`config.mk`:
```
export PLATFORM = sky130hd
export DESIGN_NAME = seg7_disp_ctrl_flat
export DESIGN_NICKNAME = d
export VERILOG_FILES = /design/src/rtl/seg7_disp_ctrl_if.sv /design/src/rtl/seg7_disp_ctrl.sv /design/src/flat_wrapper.sv
export SDC_FILE = /design/constraint.sdc
export NUM_CORES = 1
export LEC_CHECK = 0
export BUFFER_PORTS_ARGS = -buffer_cell sky130_fd_sc_hd__buf_2
export CORE_ASPECT_RATIO = 0.7
export CORE_MARGIN = 1
export CORE_UTILIZATION = 40
export CTS_CLUSTER_DIAMETER = 60
export DETAILED_ROUTE_END_ITERATION = 6
export GPL_TIMING_DRIVEN = 0
export SYNTH_ARGS = -nofsm -noshare
export SYNTH_HDL_FRONTEND = slang
export SYNTH_SLANG_ARGS = --single-unit
export TNS_END_PERCENT = 5
```
`constraint.sdc`:
```
create_clock -name CLK -period 4.85 [get_ports CLK]
set_clock_uncertainty 0.05 [all_clocks]
set_input_delay 0.485 -clock CLK [delete_from_list [all_inputs] [get_ports CLK]]
set_output_delay 0.485 -clock CLK [all_outputs]
set_load 0.1 [all_outputs]
```
`src/rtl/seg7_disp_ctrl_if.sv`:
```
// Connects the clock24 core to the six-digit display controller.
// Optional lamp-test request LAMP exists only when SEG7_LAMP_TEST_EN is defined.
interface seg7_disp_ctrl_if;
  logic [23:0] TIME;   // BCD {Ht,Hu,Mt,Mu,St,Su}
  logic        MODE;   // advance edit field (1-cycle pulse)
  logic        ACT;    // user adjusted the current field (1-cycle pulse)
`ifdef SEG7_LAMP_TEST_EN
  logic        LAMP;   // lamp test: force all segments on
`endif
  logic [23:0] DOUT;   // digit codes to the SEG7DEC instances
  logic [5:0]  DEN;    // per-digit enables, DEN[5]=Ht
  logic [1:0]  FIELD;  // 0=RUN 1=SET_H 2=SET_M 3=SET_S

`ifdef SEG7_LAMP_TEST_EN
  modport master (output TIME, MODE, ACT, LAMP, input DOUT, DEN, FIELD);
  modport slave  (input TIME, MODE, ACT, LAMP, output DOUT, DEN, FIELD);
`else
  modport master (output TIME, MODE, ACT, input DOUT, DEN, FIELD);
  modport slave  (input TIME, MODE, ACT, output DOUT, DEN, FIELD);
`endif
endinterface

```
`src/rtl/seg7_disp_ctrl.sv`:
```
// Display controller for the clock24 HH:MM:SS readout.
// Registers the BCD time, sequences the time-set edit cursor with field
// blinking and inactivity auto-return, and blanks a leading hour zero.
// Optional feature macro: SEG7_LAMP_TEST_EN (adds the LAMP lamp-test input).
module seg7_disp_ctrl #(
  parameter int unsigned BLINK_DIV   = 25_000_000,
  parameter int unsigned TIMEOUT_CYC = 500_000_000,
  parameter int unsigned LZ_BLANK    = 1
) (
  input  logic             CLK,
  input  logic             nRST,
  seg7_disp_ctrl_if.slave  bus
);

  localparam int unsigned BW = (BLINK_DIV > 1) ? $clog2(BLINK_DIV) : 1;
  localparam int unsigned TW = (TIMEOUT_CYC > 1) ? $clog2(TIMEOUT_CYC) : 1;
  localparam logic [BW-1:0] BLINK_LAST = BW'(BLINK_DIV - 1);
  localparam logic [TW-1:0] TO_LAST    = TW'(TIMEOUT_CYC - 1);

  typedef enum logic [1:0] {
    ST_RUN   = 2'd0,
    ST_SET_H = 2'd1,
    ST_SET_M = 2'd2,
    ST_SET_S = 2'd3
  } field_e;

  field_e        field_q, field_d;
  logic [BW-1:0] blink_cnt_q, blink_cnt_d;
  logic          phase_q, phase_d;
  logic [TW-1:0] to_cnt_q, to_cnt_d;
  logic [23:0]   dout_q, dout_d;
  logic [5:0]    den_q, den_d;

  logic in_set_c;
  logic timeout_c;
  logic state_chg_c;

  assign in_set_c    = (field_q != ST_RUN);
  // Inactivity expiry only counts when no pulse arrives that cycle.
  assign timeout_c   = in_set_c && !bus.MODE && !bus.ACT && (to_cnt_q == TO_LAST);
  assign state_chg_c = (field_d != field_q);

  // Edit-cursor state register.
  always_ff @(posedge CLK or negedge nRST) begin
    if (!nRST) begin
      field_q <= ST_RUN;
    end else begin
      field_q <= field_d;
    end
  end

  // Next field: MODE walks the ring, expiry returns to RUN.
  always_comb begin
    field_d = field_q;
    if (bus.MODE) begin
      case (field_q)
        ST_RUN:   field_d = ST_SET_H;
        ST_SET_H: field_d = ST_SET_M;
        ST_SET_M: field_d = ST_SET_S;
        ST_SET_S: field_d = ST_RUN;
        default:  field_d = ST_RUN;
      endcase
    end else if (timeout_c) begin
      field_d = ST_RUN;
    end
  end

  // Blink and inactivity counters; any field change or ACT restarts both visibly.
  always_comb begin
    blink_cnt_d = blink_cnt_q;
    phase_d     = phase_q;
    to_cnt_d    = to_cnt_q;
    if (state_chg_c || !in_set_c || bus.ACT) begin
      blink_cnt_d = '0;
      phase_d     = 1'b1;
      to_cnt_d    = '0;
    end else begin
      to_cnt_d = to_cnt_q + TW'(1);
      if (blink_cnt_q == BLINK_LAST) begin
        blink_cnt_d = '0;
        phase_d     = ~phase_q;
      end else begin
        blink_cnt_d = blink_cnt_q + BW'(1);
      end
    end
  end

  // Counter registers.
  always_ff @(posedge CLK or negedge nRST) begin
    if (!nRST) begin
      blink_cnt_q <= '0;
      phase_q     <= 1'b1;
      to_cnt_q    <= '0;
    end else begin
      blink_cnt_q <= blink_cnt_d;
      phase_q     <= phase_d;
      to_cnt_q    <= to_cnt_d;
    end
  end

  // Display outputs follow the post-edge field and phase.
  always_comb begin
    dout_d = bus.TIME;
    den_d  = 6'h3F;
    if (!phase_d) begin
      case (field_d)
        ST_SET_H: den_d[5:4] = 2'b00;
        ST_SET_M: den_d[3:2] = 2'b00;
        ST_SET_S: den_d[1:0] = 2'b00;
        default:  ;
      endcase
    end
    if ((LZ_BLANK != 32'd0) && (bus.TIME[23:20] == 4'h0)) begin
      den_d[5] = 1'b0;
    end
`ifdef SEG7_LAMP_TEST_EN
    // Lamp test overrides display only; sequencing keeps running.
    if (bus.LAMP) begin
      dout_d = 24'h888888;
      den_d  = 6'h3F;
    end
`endif
  end

  // Output registers; blank display out of reset.
  always_ff @(posedge CLK or negedge nRST) begin
    if (!nRST) begin
      dout_q <= '0;
      den_q  <= '0;
    end else begin
      dout_q <= dout_d;
      den_q  <= den_d;
    end
  end

  assign bus.DOUT  = dout_q;
  assign bus.DEN   = den_q;
  assign bus.FIELD = field_q;

endmodule

```
`src/flat_wrapper.sv`:
```
// flat-port wrapper written by rule: the top's interface ports become plain ports
module seg7_disp_ctrl_flat 
#(
  parameter int unsigned BLINK_DIV   = 25_000_000,
  parameter int unsigned TIMEOUT_CYC = 500_000_000,
  parameter int unsigned LZ_BLANK    = 1
)
  (CLK, nRST, bus_TIME, bus_MODE, bus_ACT, bus_DOUT, bus_DEN, bus_FIELD);
  seg7_disp_ctrl_if bus_i ();
  input  logic CLK;
  input  logic nRST;
  input wire logic [$bits(bus_i.TIME)-1:0] bus_TIME;
  input wire logic [$bits(bus_i.MODE)-1:0] bus_MODE;
  input wire logic [$bits(bus_i.ACT)-1:0] bus_ACT;
  output wire logic [$bits(bus_i.DOUT)-1:0] bus_DOUT;
  output wire logic [$bits(bus_i.DEN)-1:0] bus_DEN;
  output wire logic [$bits(bus_i.FIELD)-1:0] bus_FIELD;
  assign bus_i.TIME = bus_TIME;
  assign bus_i.MODE = bus_MODE;
  assign bus_i.ACT = bus_ACT;
  assign bus_DOUT = bus_i.DOUT;
  assign bus_DEN = bus_i.DEN;
  assign bus_FIELD = bus_i.FIELD;
  seg7_disp_ctrl #(.BLINK_DIV(BLINK_DIV), .TIMEOUT_CYC(TIMEOUT_CYC), .LZ_BLANK(LZ_BLANK)) u_core (.CLK(CLK), .nRST(nRST), .bus(bus_i));
endmodule
```
==> summary.txt, run 1 <==
Timing
  – Unrepaired setup endpoints after global routing: false
  – Final period util: 44.81%
  – Fin. max-slew vios: 0
  – Final hold violation count: 0
  – Fin Hold WS: 0.2022 ns
  – Fmax achieved: 0.4601 GHz
  – Final min period: 2.173 ns
  – Setup TNS: 0 ns
  – Worst slew margin: 60.91%
  – Final setup fails: 0
  – Tightest Pin Transition: 0.5864 ns

Yosys
  – FFs w/ async S/R, synth: 100.0%
  – Yosys top cell area share: 56.34%
  – Yosys warnings: 0
  – Top FF cell, synth: dfrtp_1
  – Synthesized Nets: 372
  – Synth Area per Inst: 10.97 sq um
  – Cell count after synthesis: 340
  – Synth top area cells: dfrtp_1 56%, xnor2_1 7.3%, nor2_1 5.5%
  – Register area share after synthesis: 57.04%
  – Yosys top cell by area: dfrtp_1
  – EDFF count, synth: 0
  – #FFs+latches synth: 85
  – Synth cell types: 42
  – Mapped cell area: 3731 sq um

Floorplan
  – Rows: 29
  – Die height: 82.81 um
  – Core Box Area: 9071 sq um
  – Die area: 9724 sq um
  – Initial Util: 41.13%
  – Number of I/O pins: 60
  – Die W: 117.4 um

Pwr
  – PD cells: 406.1 nW/um^2
  – Peak supply drop: 0.2274 mV
  – Leak: 1.914 nW

Finish
  – Fill count: 798
  – Design area: 4504 sq um
  – Layout cells sized above 1: 23.56%
  – Ant diodes: 0
  – Commonest non-fill, non-tap cell in the layout: dfrtp_1
  – Synthesis-to-layout area growth: 20.72%
  – Fin cells: 540
  – Most frequent cells in the layout: 84 x dfrtp_1, 59 x buf_2, 55 x nor2_1
  – Final core utilization: 49.66%
  – Nets: 443

Worst setup path
  – WP buf/inv: 3
  – Crit path kind: reg2reg
  – Worst-path fanout max: 10
  – CP Cell Sequence: inv_1 -> ha_1 -> nor2_1 -> nand3_1 -> nor4_4 -> a21o_1 -> buf_6 -> buf_6 -> nor2_1
  – Slowest stage delay, CP: 0.44 ns
  – Worst path required time: 5.02 ns
  – CP arrival: 2.35 ns
  – CP delay by family, top: simple AND/OR/NAND/NOR gates
  – Critical Path Start Type: flop
  – Crit end category: flop
  – Crit-path slowest cell: dfrtp_1

Placed design
  – Gp weighted congestion: 0.8014
  – Placed Cells: 523
  – DPL Wire Length: 5181 um
  – Placed inst area: 4207 sq um
  – Port bufs: 58

Global routing
  – Largest net degree at the start of global routing: 66
  – Initial antenna violation count: 0
  – Global route overflow: 0
  – Number of global-route vias before repair: 2518
  – Global-route wire length before repair: 12630 um
  – All-layer global routing usage: 16.19%

Clocking
  – Root Driver: clkbuf_16
  – H-Tree Depth: 3
  – Post-cts resize count: 0
  – Longest Clk Path Bufs: 2
  – CTS Sinks: 85
  – Post-CTS setup buffer count: 0
  – Clock latency on the worst-skew pair: 0.33 ns
  – CTS tree: yes
  – Total CTS buffers: 9
  – CTS clk-pin slew, worst paths: 0.07 ns

Outcome
  – Status: finished clean

Routing
  – Vias after detailed routing: 2649
  – # DRC: 0
  – DRT Pass-1 Iters: 4
  – Avg WL per Cell: 13.71 um
  – Via density: 4.906
  – DRT iter0 DRCs: 235
  – Final ANT Viol Nets: 0
  – Final wirelength: 7401 um

Min path
  – Hold Crit Class: in2reg

Flow run
  – Max-Cap Viols: 0
## registers in the layout, summed over array words and instances (netlist names)
register,count
u_core.to_cnt_q,29
u_core.bus.FIELD,2
u_core.bus.DEN,4
u_core.phase_q,1
u_core.blink_cnt_q,25
u_core.bus.DOUT,24
## cell usage after synthesis (3+ instances only)
library cell and n:
nor2_1 55, xnor2_1 31, and3_1 6, dfrtp_1 84
nand3_1 20, nor4_1 11, ha_1 4, inv_1 10
buf_6 6, nand4_1 12, and2_1 5, a21oi_1 5
xor2_1 19, nand4_2 3, or3_1 3, o21ai_0 5
nor3_1 7, nand2_1 20, and4_1 5
## worst paths after layout
| path | from | end | slack, ns | depth (start not counted) |
|---|---|---|---|---|
| worst max register to register | u_core.bus.FIELD[1] | u_core.to_cnt_q[9] | 2.68 | 9 |
| worst min-delay path | bus_TIME[4] | u_core.bus.DOUT[4] | 0.20 | 1 |
| worst max-delay path | u_core.bus.FIELD[1] | u_core.to_cnt_q[9] | 2.68 | 9 |
| worst min register to register | u_core.to_cnt_q[0] | u_core.to_cnt_q[0] | 0.45 | 1 |
| max in group asynchronous | nRST | u_core.phase_q | 3.58 | 3 |
| min in group asynchronous | nRST | u_core.bus.DOUT[9] | 0.54 | 2 |
## power breakdown
part           internal (mW)  switching (mW)  total [mW]
Clock                  0.358           0.300       0.658
Sequential             0.739          0.0277       0.766
Combinational          0.104           0.301       0.405
Total                   1.20           0.629        1.83
## metrics by stage
stage	worst slack, ns	power [mW]
after floorplan	2.196	1.081
after global placement	2.529	1.175
after detailed placement	2.665	1.183
after CTS	2.651	1.857
after global routing	2.501	1.907
final	2.677	1.829
## cell type report
cell class	instances	area, sq um	area share, %
Clock inverter	7	62.56	1.389
Multi-Input combinational cell	232	1460	32.42
Inverter	10	37.54	0.8333
Buffer	13	105.1	2.333
Sequential cell	85	2128	47.25
Tap cell	124	155.1	3.444
Timing Repair Buffer	60	330.3	7.333
Clock buffer	9	225.2	5.000
## metal layers
metal | part of all wire, % | track usage (%)
met3 | 4.9 | 3.846
met2 | 41 | 22.05
met1 | 53 | 24.81
met4 | 1.1 | 5.667
met5 | 0 | 0
## logic make-up (layout without fill, tap and decap cells)
logic type      Yosys count  count (layout)  synth area share [%]
simple gates            161             161                 23.24
flops                    85              85                 57.04
xor+xnor                 50              50                 11.74
buf+inv                  23              99                 3.823
compound gates           17              17                 2.817
fa+ha+maj                 4               4                 1.341
## what timing repair did
| action | CTS | global route |
|---|---|---|
| hold buffers | 1 | 0 |
| endpoints found under the setup margin | 0 | 0 |
| hold endpoints to repair | 20 | 0 |
(Power assumes the default switching activity.)
==> run 2: changes to the inputs <==
==> constraint.sdc (replaced) <==
create_clock -name CLK -period 1.8 [get_ports CLK]
set_clock_uncertainty 0.05 [all_clocks]
set_input_delay 0.18 -clock CLK [delete_from_list [all_inputs] [get_ports CLK]]
set_output_delay 0.18 -clock CLK [all_outputs]
set_load 0.1 [all_outputs]
==> summary.txt, run 2 (same netlist as run 1, synthesis figures left out) <==
Global routing
  – Largest net degree at the start of global routing: 64 (-3.0%)
  – All-layer global routing usage: 18.17% (+2.0 points)
  – Global-route wire length before repair: 14030 um (+11%)
  – Number of global-route vias before repair: 2802 (+11%)
  – Initial antenna violation count: 0 (unchanged)
  – Global route overflow: 0 (unchanged)

Placed design
  – Placed inst area: 4252 sq um (+1.1%)
  – DPL Wire Length: 5236 um (+1.1%)
  – Pre-CTS setup slack: -0.3631 ns (-3.028 ns)
  – Port bufs: 58 (unchanged)
  – Placed Cells: 523 (unchanged)
  – Gp weighted congestion: 0.8077 (+0.79%)

Routing
  – Final ANT Viol Nets: 0 (unchanged)
  – DRT iter0 DRCs: 180 (-23%)
  – Vias after detailed routing: 2892 (+9.2%)
  – Via density: 4.935 (+0.60%)
  – DRT Pass-1 Iters: 5 (+1)
  – # DRC: 0 (unchanged)
  – Final wirelength: 8496 um (+15%)
  – Avg WL per Cell: 14.50 um (+5.8%)

Worst setup path
  – FF-to-FF End: u_core.to_cnt_q[27]
  – Reg-to-reg slack, setup: -0.16 ns (-2.83 ns)
  – R2R depth: 7 (-2)
  – CP arrival: 2.13 ns (-0.22 ns)
  – Crit-path slowest cell: nor4_1
  – Crit end category: flop
  – Worst-path fanout max: 5 (-5)
  – Slowest stage delay, CP: 0.43 ns (about the same)
  – CP Cell Sequence: buf_4 -> buf_4 -> and4_1 -> nand3_1 -> nor4_1 -> xnor2_1 -> nor2_2
  – Critical Path Start Type: flop
  – Crit path kind: reg2reg
  – Worst path required time: 1.98 ns (-3.04 ns)
  – FF-to-FF Start: u_core.to_cnt_q[0]
  – CP dominant cell by count: buf_4

Outcome
  – Failing checks: negative setup slack
  – Status: finished, violations left

Finish
  – Nets: 489 (+10%)
  – Design area: 5176 sq um (+15%)
  – Max reg flops: 29 (unchanged)
  – Largest Register: u_core.to_cnt_q
  – Commonest non-fill, non-tap cell in the layout: dfrtp_1
  – Synthesis-to-layout area growth: 38.73%
  – Ant diodes: 0 (unchanged)
  – Layout cells sized above 1: 33.98% (+10 points)
  – Area occupied by multi-input gates: 1637 sq um (+12%)
  – Fin cells: 586 (+8.5%)
  – Register Area: 2142 sq um (+0.65%)
  – Most frequent cells in the layout: 77 x dfrtp_1, 58 x buf_2, 51 x nor2_1
  – Final core utilization: 57.06% (+7.4 points)
  – Fill count: 763 (-4.4%)

Floorplan
  – Initial Util: 41.13% (unchanged)
  – Core Box Area: 9071 sq um (unchanged)
  – Rows: 29 (unchanged)
  – Die area: 9724 sq um (unchanged)
  – Die W: 117.4 um (unchanged)
  – Number of I/O pins: 60 (unchanged)
  – Die height: 82.81 um (unchanged)

Timing
  – Worst slew margin: 65.73% (+4.8 points)
  – Unrepaired setup endpoints after global routing: true
  – Fin Hold WS: 0.2268 ns (+0.02463 ns)
  – Final min period: 1.956 ns (-0.2176 ns)
  – Fin. max-slew vios: 0 (unchanged)
  – Tightest Pin Transition: 0.5141 ns (-0.07232 ns)
  – Final hold violation count: 0 (unchanged)
  – Fmax achieved: 0.5113 GHz (+11%)
  – Final worst slack: -0.1557 ns (-2.832 ns)
  – Final period util: 108.6% (+64 points)
  – Final setup fails: 56 (+56)

Clocking
  – Total CTS buffers: 9 (unchanged)
  – Longest Clk Path Bufs: 2 (unchanged)
  – CTS tree: yes
  – CTS clk-pin slew, worst paths: 0.07 ns (about the same)
  – CTS Sinks: 85 (unchanged)
  – H-Tree Depth: 3 (unchanged)
  – Root Driver: clkbuf_16
  – Clock latency on the worst-skew pair: 0.34 ns (about the same)

Flow run
  – Max-Cap Viols: 0 (unchanged)

Pwr
  – Leak: 2.206 nW (+15%)
  – Peak supply drop: 0.6844 mV (+200%)
  – PD cells: 1075 nW/um^2 (+160%)

Min path
  – Hold Crit Class: in2async
## run 2: cell types whose count changed in the layout (fill, tap and decap cells not counted), moves of 4 or more
cell,change
a21oi_1,-4
dlygate4sd3_1,+24
dfrtp_1,-7
a21oi_2,+4
dfrtp_2,+5
buf_4,+19
nor2_1,-4
## run 2: stage by stage
step	power (mW)	setup TNS, ns
after floorplan	3.012	-6.035
after global placement	3.283	-33.57
after detailed placement	3.293	-16.08
after CTS	5.540	-5.481
after global routing	5.804	-11.54
final	5.565	-5.275
## run 2: timing repair
action	4_1_cts	5_1_grt
hold endpoints to repair	46	0
gates cloned	3	0
endpoints found under the setup margin	61	59
buffers inserted	13	7
gates resized for setup	36	9
hold buffers	25	0
pin swaps	20	9
## run 2: cell type report
class / count / area share (%)
plain buffers: 12 / 2.103
clock buffers: 9 / 4.351
clock inverters: 7 / 1.547
inverters: 10 / 0.8702
multi-input cells: 232 / 31.62
flip-flops and latches: 85 / 41.38
well taps: 124 / 2.997
repair buffers: 107 / 15.13
## run 2: worst max-delay path by stage
| stage | start | to | slack [ns] | cells after the start |
|---|---|---|---|---|
| 2_1_floorplan | u_core.bus.FIELD[1] | u_core.blink_cnt_q[11] | -0.14 | 8 |
| 3_3_place_gp | nRST | u_core.bus.FIELD[1] | -0.47 | 1 |
| 3_5_place_dp | u_core.to_cnt_q[0] | u_core.to_cnt_q[16] | -0.36 | 9 |
| 4_1_cts | u_core.to_cnt_q[20] | u_core.blink_cnt_q[5] | -0.15 | 7 |
| 5_1_grt | u_core.to_cnt_q[8] | u_core.blink_cnt_q[14] | -0.25 | 7 |
| 6_report | u_core.to_cnt_q[0] | u_core.to_cnt_q[27] | -0.16 | 7 |
## run 2: critical path: cells and delay by family, from the launching register on
kind          cells  cell delay (ns)
simple gates      4             1.01
flops             1             0.36
buf+inv           2             0.22
xor+xnor          1             0.20
## run 2: power breakdown
| group | internal, mW | total (mW) | switching (mW) |
|---|---|---|---|
| combinational | 0.604 | 1.57 | 0.964 |
| clock | 1.10 | 1.91 | 0.813 |
| sequential | 2.01 | 2.09 | 0.0805 |
| total | 3.71 | 5.56 | 1.86 |
## run 2: routing by layer
metal	up-vias	GRT usage (%)	wire (um)	part of all wire, %
li1	1398	-	-	-
met1	1380	26.74	4240	50
met2	104	26.30	3646	43
met3	10	3.777	507	6.0
met4	0	6.730	102	1.2
met5	-	0	0	0
==> run 3: changes to the inputs <==
--- a/config.mk
+++ b/config.mk
@@ -5,6 +5,7 @@
 export SDC_FILE = /design/constraint.sdc
 export NUM_CORES = 1
 export LEC_CHECK = 0
+export ABC_CLOCK_PERIOD_IN_PS = 1800
 export BUFFER_PORTS_ARGS = -buffer_cell sky130_fd_sc_hd__buf_2
 export CORE_ASPECT_RATIO = 0.7
 export CORE_MARGIN = 1
@@ -12,6 +13,7 @@
 export CTS_CLUSTER_DIAMETER = 60
 export DETAILED_ROUTE_END_ITERATION = 6
 export GPL_TIMING_DRIVEN = 0
+export RECOVER_POWER = 100
 export SYNTH_ARGS = -nofsm -noshare
 export SYNTH_HDL_FRONTEND = slang
 export SYNTH_SLANG_ARGS = --single-unit
==> summary.txt, run 3 (same netlist as run 1, synthesis figures left out) <==
Outcome
  – Status: finished, violations left
  – Failing checks: negative setup slack

Placed design
  – Placed inst area: 4252 sq um (unchanged)
  – Gp weighted congestion: 0.8077 (unchanged)
  – DPL Wire Length: 5236 um (unchanged)
  – Port bufs: 58 (unchanged)

Routing
  – Final wirelength: 8494 um (about the same)
  – # DRC: 0 (unchanged)
  – Final ANT Viol Nets: 0 (unchanged)
  – Via density: 4.930 (-0.10%)
  – DRT iter0 DRCs: 188 (+4.4%)
  – DRT Pass-1 Iters: 4 (-1)
  – Vias after detailed routing: 2889 (-0.10%)
  – Avg WL per Cell: 14.49 um (about the same)

Timing
  – Final period util: 108.7% (about the same)
  – Worst slew margin: 16.14% (-50 points)
  – Final setup fails: 57 (+1.8%)
  – Final hold violation count: 0 (unchanged)
  – Final min period: 1.957 ns (+0.001094 ns)
  – Final worst slack: -0.1568 ns (-0.001094 ns)
  – Fin Hold WS: 0.3010 ns (+0.07422 ns)
  – Unrepaired setup endpoints after global routing: true
  – Fmax achieved: 0.5111 GHz (about the same)
  – Fin. max-slew vios: 0 (unchanged)
  – Tightest Pin Transition: 1.258 ns (+0.7438 ns)
  – Setup TNS: -5.315 ns (-0.03949 ns)

Worst setup path
  – CP dominant cell by count: buf_4
  – Crit path kind: reg2reg
  – CP Cell Sequence: buf_4 -> buf_4 -> and4_1 -> nand3_1 -> nor4_1 -> xnor2_1 -> nor2_2
  – Critical Path Start Type: flop
  – CP arrival: 2.13 ns (about the same)
  – WP buf/inv: 2 (unchanged)
  – Crit end category: flop
  – Crit-path slowest cell: nor4_1
  – Worst-path fanout max: 5 (unchanged)
  – Worst path required time: 1.98 ns (about the same)
  – CP delay by family, top: simple AND/OR/NAND/NOR gates
  – Slowest stage delay, CP: 0.43 ns (about the same)

Floorplan
  – Core Box Area: 9071 sq um (unchanged)
  – Die height: 82.81 um (unchanged)
  – Rows: 29 (unchanged)
  – Initial Util: 41.13% (unchanged)
  – Die W: 117.4 um (unchanged)
  – Die area: 9724 sq um (unchanged)
  – Number of I/O pins: 60 (unchanged)

Clocking
  – Clock latency on the worst-skew pair: 0.34 ns (about the same)
  – CTS clk-pin slew, worst paths: 0.07 ns (about the same)
  – Longest Clk Path Bufs: 2 (unchanged)
  – CTS Sinks: 85 (unchanged)
  – Total CTS buffers: 9 (unchanged)
  – CTS tree: yes
  – H-Tree Depth: 3 (unchanged)
  – Root Driver: clkbuf_16

Global routing
  – Initial antenna violation count: 0 (unchanged)
  – Global route overflow: 0 (unchanged)
  – All-layer global routing usage: 18.17% (unchanged)
  – Largest net degree at the start of global routing: 64 (unchanged)
  – Number of global-route vias before repair: 2802 (unchanged)
  – Global-route wire length before repair: 14030 um (unchanged)

Pwr
  – Peak supply drop: 0.6838 mV (about the same)
  – PD cells: 1075 nW/um^2 (about the same)
  – Design Power: 5.557 mW (-0.14%)
  – Leak: 2.208 nW (about the same)

Finish
  – Synthesis-to-layout area growth: 38.53%
  – Ant diodes: 0 (unchanged)
  – Nets: 489 (unchanged)
  – Commonest non-fill, non-tap cell in the layout: dfrtp_1
  – Largest Register: u_core.to_cnt_q
  – Layout cells sized above 1: 33.12% (-0.87 points)
  – Max reg flops: 29 (unchanged)
  – Design area: 5169 sq um (-0.14%)
  – Most frequent cells in the layout: 77 x dfrtp_1, 51 x nor2_1, 34 x clkbuf_2

Flow run
  – Max-Cap Viols: 0 (unchanged)

Min path
  – Hold Crit Class: in2reg
-- run 3: changes by cell type in the layout (fill, tap and decap cells not counted), sizes merged --
| cell | change |
|---|---|
| clkbuf | +36 |
| buf | -36 |
-- run 3: layout make-up --
class | instances | area (sq um)
Multi-Input combinational cell | 232 | 1637
Inverter | 10 | 45.04
Sequential cell | 85 | 2142
Clock buffer | 9 | 225.2
Clock inverter | 7 | 80.08
Buffer | 12 | 108.9
Fill cell | 766 | 3902
Timing Repair Buffer | 107 | 775.7
Tap cell | 124 | 155.1
-- run 3: stage by stage --
step                setup WS (ns)  utilization [%]  instances
global placement          -0.4711            46.54        522
detailed placement        -0.3631            46.87        523
global route              -0.2461            56.98        586
CTS                       -0.1466            56.14        580
floorplan                 -0.1425                -        340
finish                    -0.1568            56.98        586
-- run 3: final timing paths --
check / to / from / slack [ns] / depth (start not counted)
max reg2reg: u_core.to_cnt_q[27] / u_core.to_cnt_q[0] / -0.16 / 7
max in group asynchronous: u_core.phase_q / nRST / 0.18 / 3
min in group asynchronous: u_core.bus.DOUT[12] / nRST / 0.59 / 2
min reg2reg: u_core.blink_cnt_q[0] / u_core.blink_cnt_q[0] / 0.45 / 1
min: u_core.phase_q / bus_ACT / 0.30 / 5
max: u_core.to_cnt_q[27] / u_core.to_cnt_q[0] / -0.16 / 7
-- run 3: per-layer routing --
layer | GRT usage (%) | vias up | wire, um
met5 | 0 | - | 0
met2 | 26.30 | 99 | 3643
met3 | 3.777 | 14 | 509
li1 | - | 1399 | -
met1 | 26.74 | 1377 | 4229
met4 | 6.730 | 0 | 112
-- run 3: power breakdown --
part,internal (mW),switching [mW]
Sequential,2.01,0.0821
Combinational,0.601,0.964
Clock,1.10,0.808
-- run 3: tightest hold or removal path, delay by kind of cell --
| family | cells | cell delay, ns |
|---|---|---|
| AO/OA/AOI/OAI | 1 | 0.10 |
| buffers and inverters | 1 | 0.11 |
| AND/OR/NAND/NOR | 3 | 0.26 |
-- run 3: timing repair --
action                                  in CTS  in global routing
pin swaps                                   20                  9
setup buffers                               13                  7
gates cloned                                 3                  0
gates resized for setup                     36                  9
endpoints found under the setup margin      61                 59
hold buffers                                25                  0
endpoints found under the hold margin       46                  0
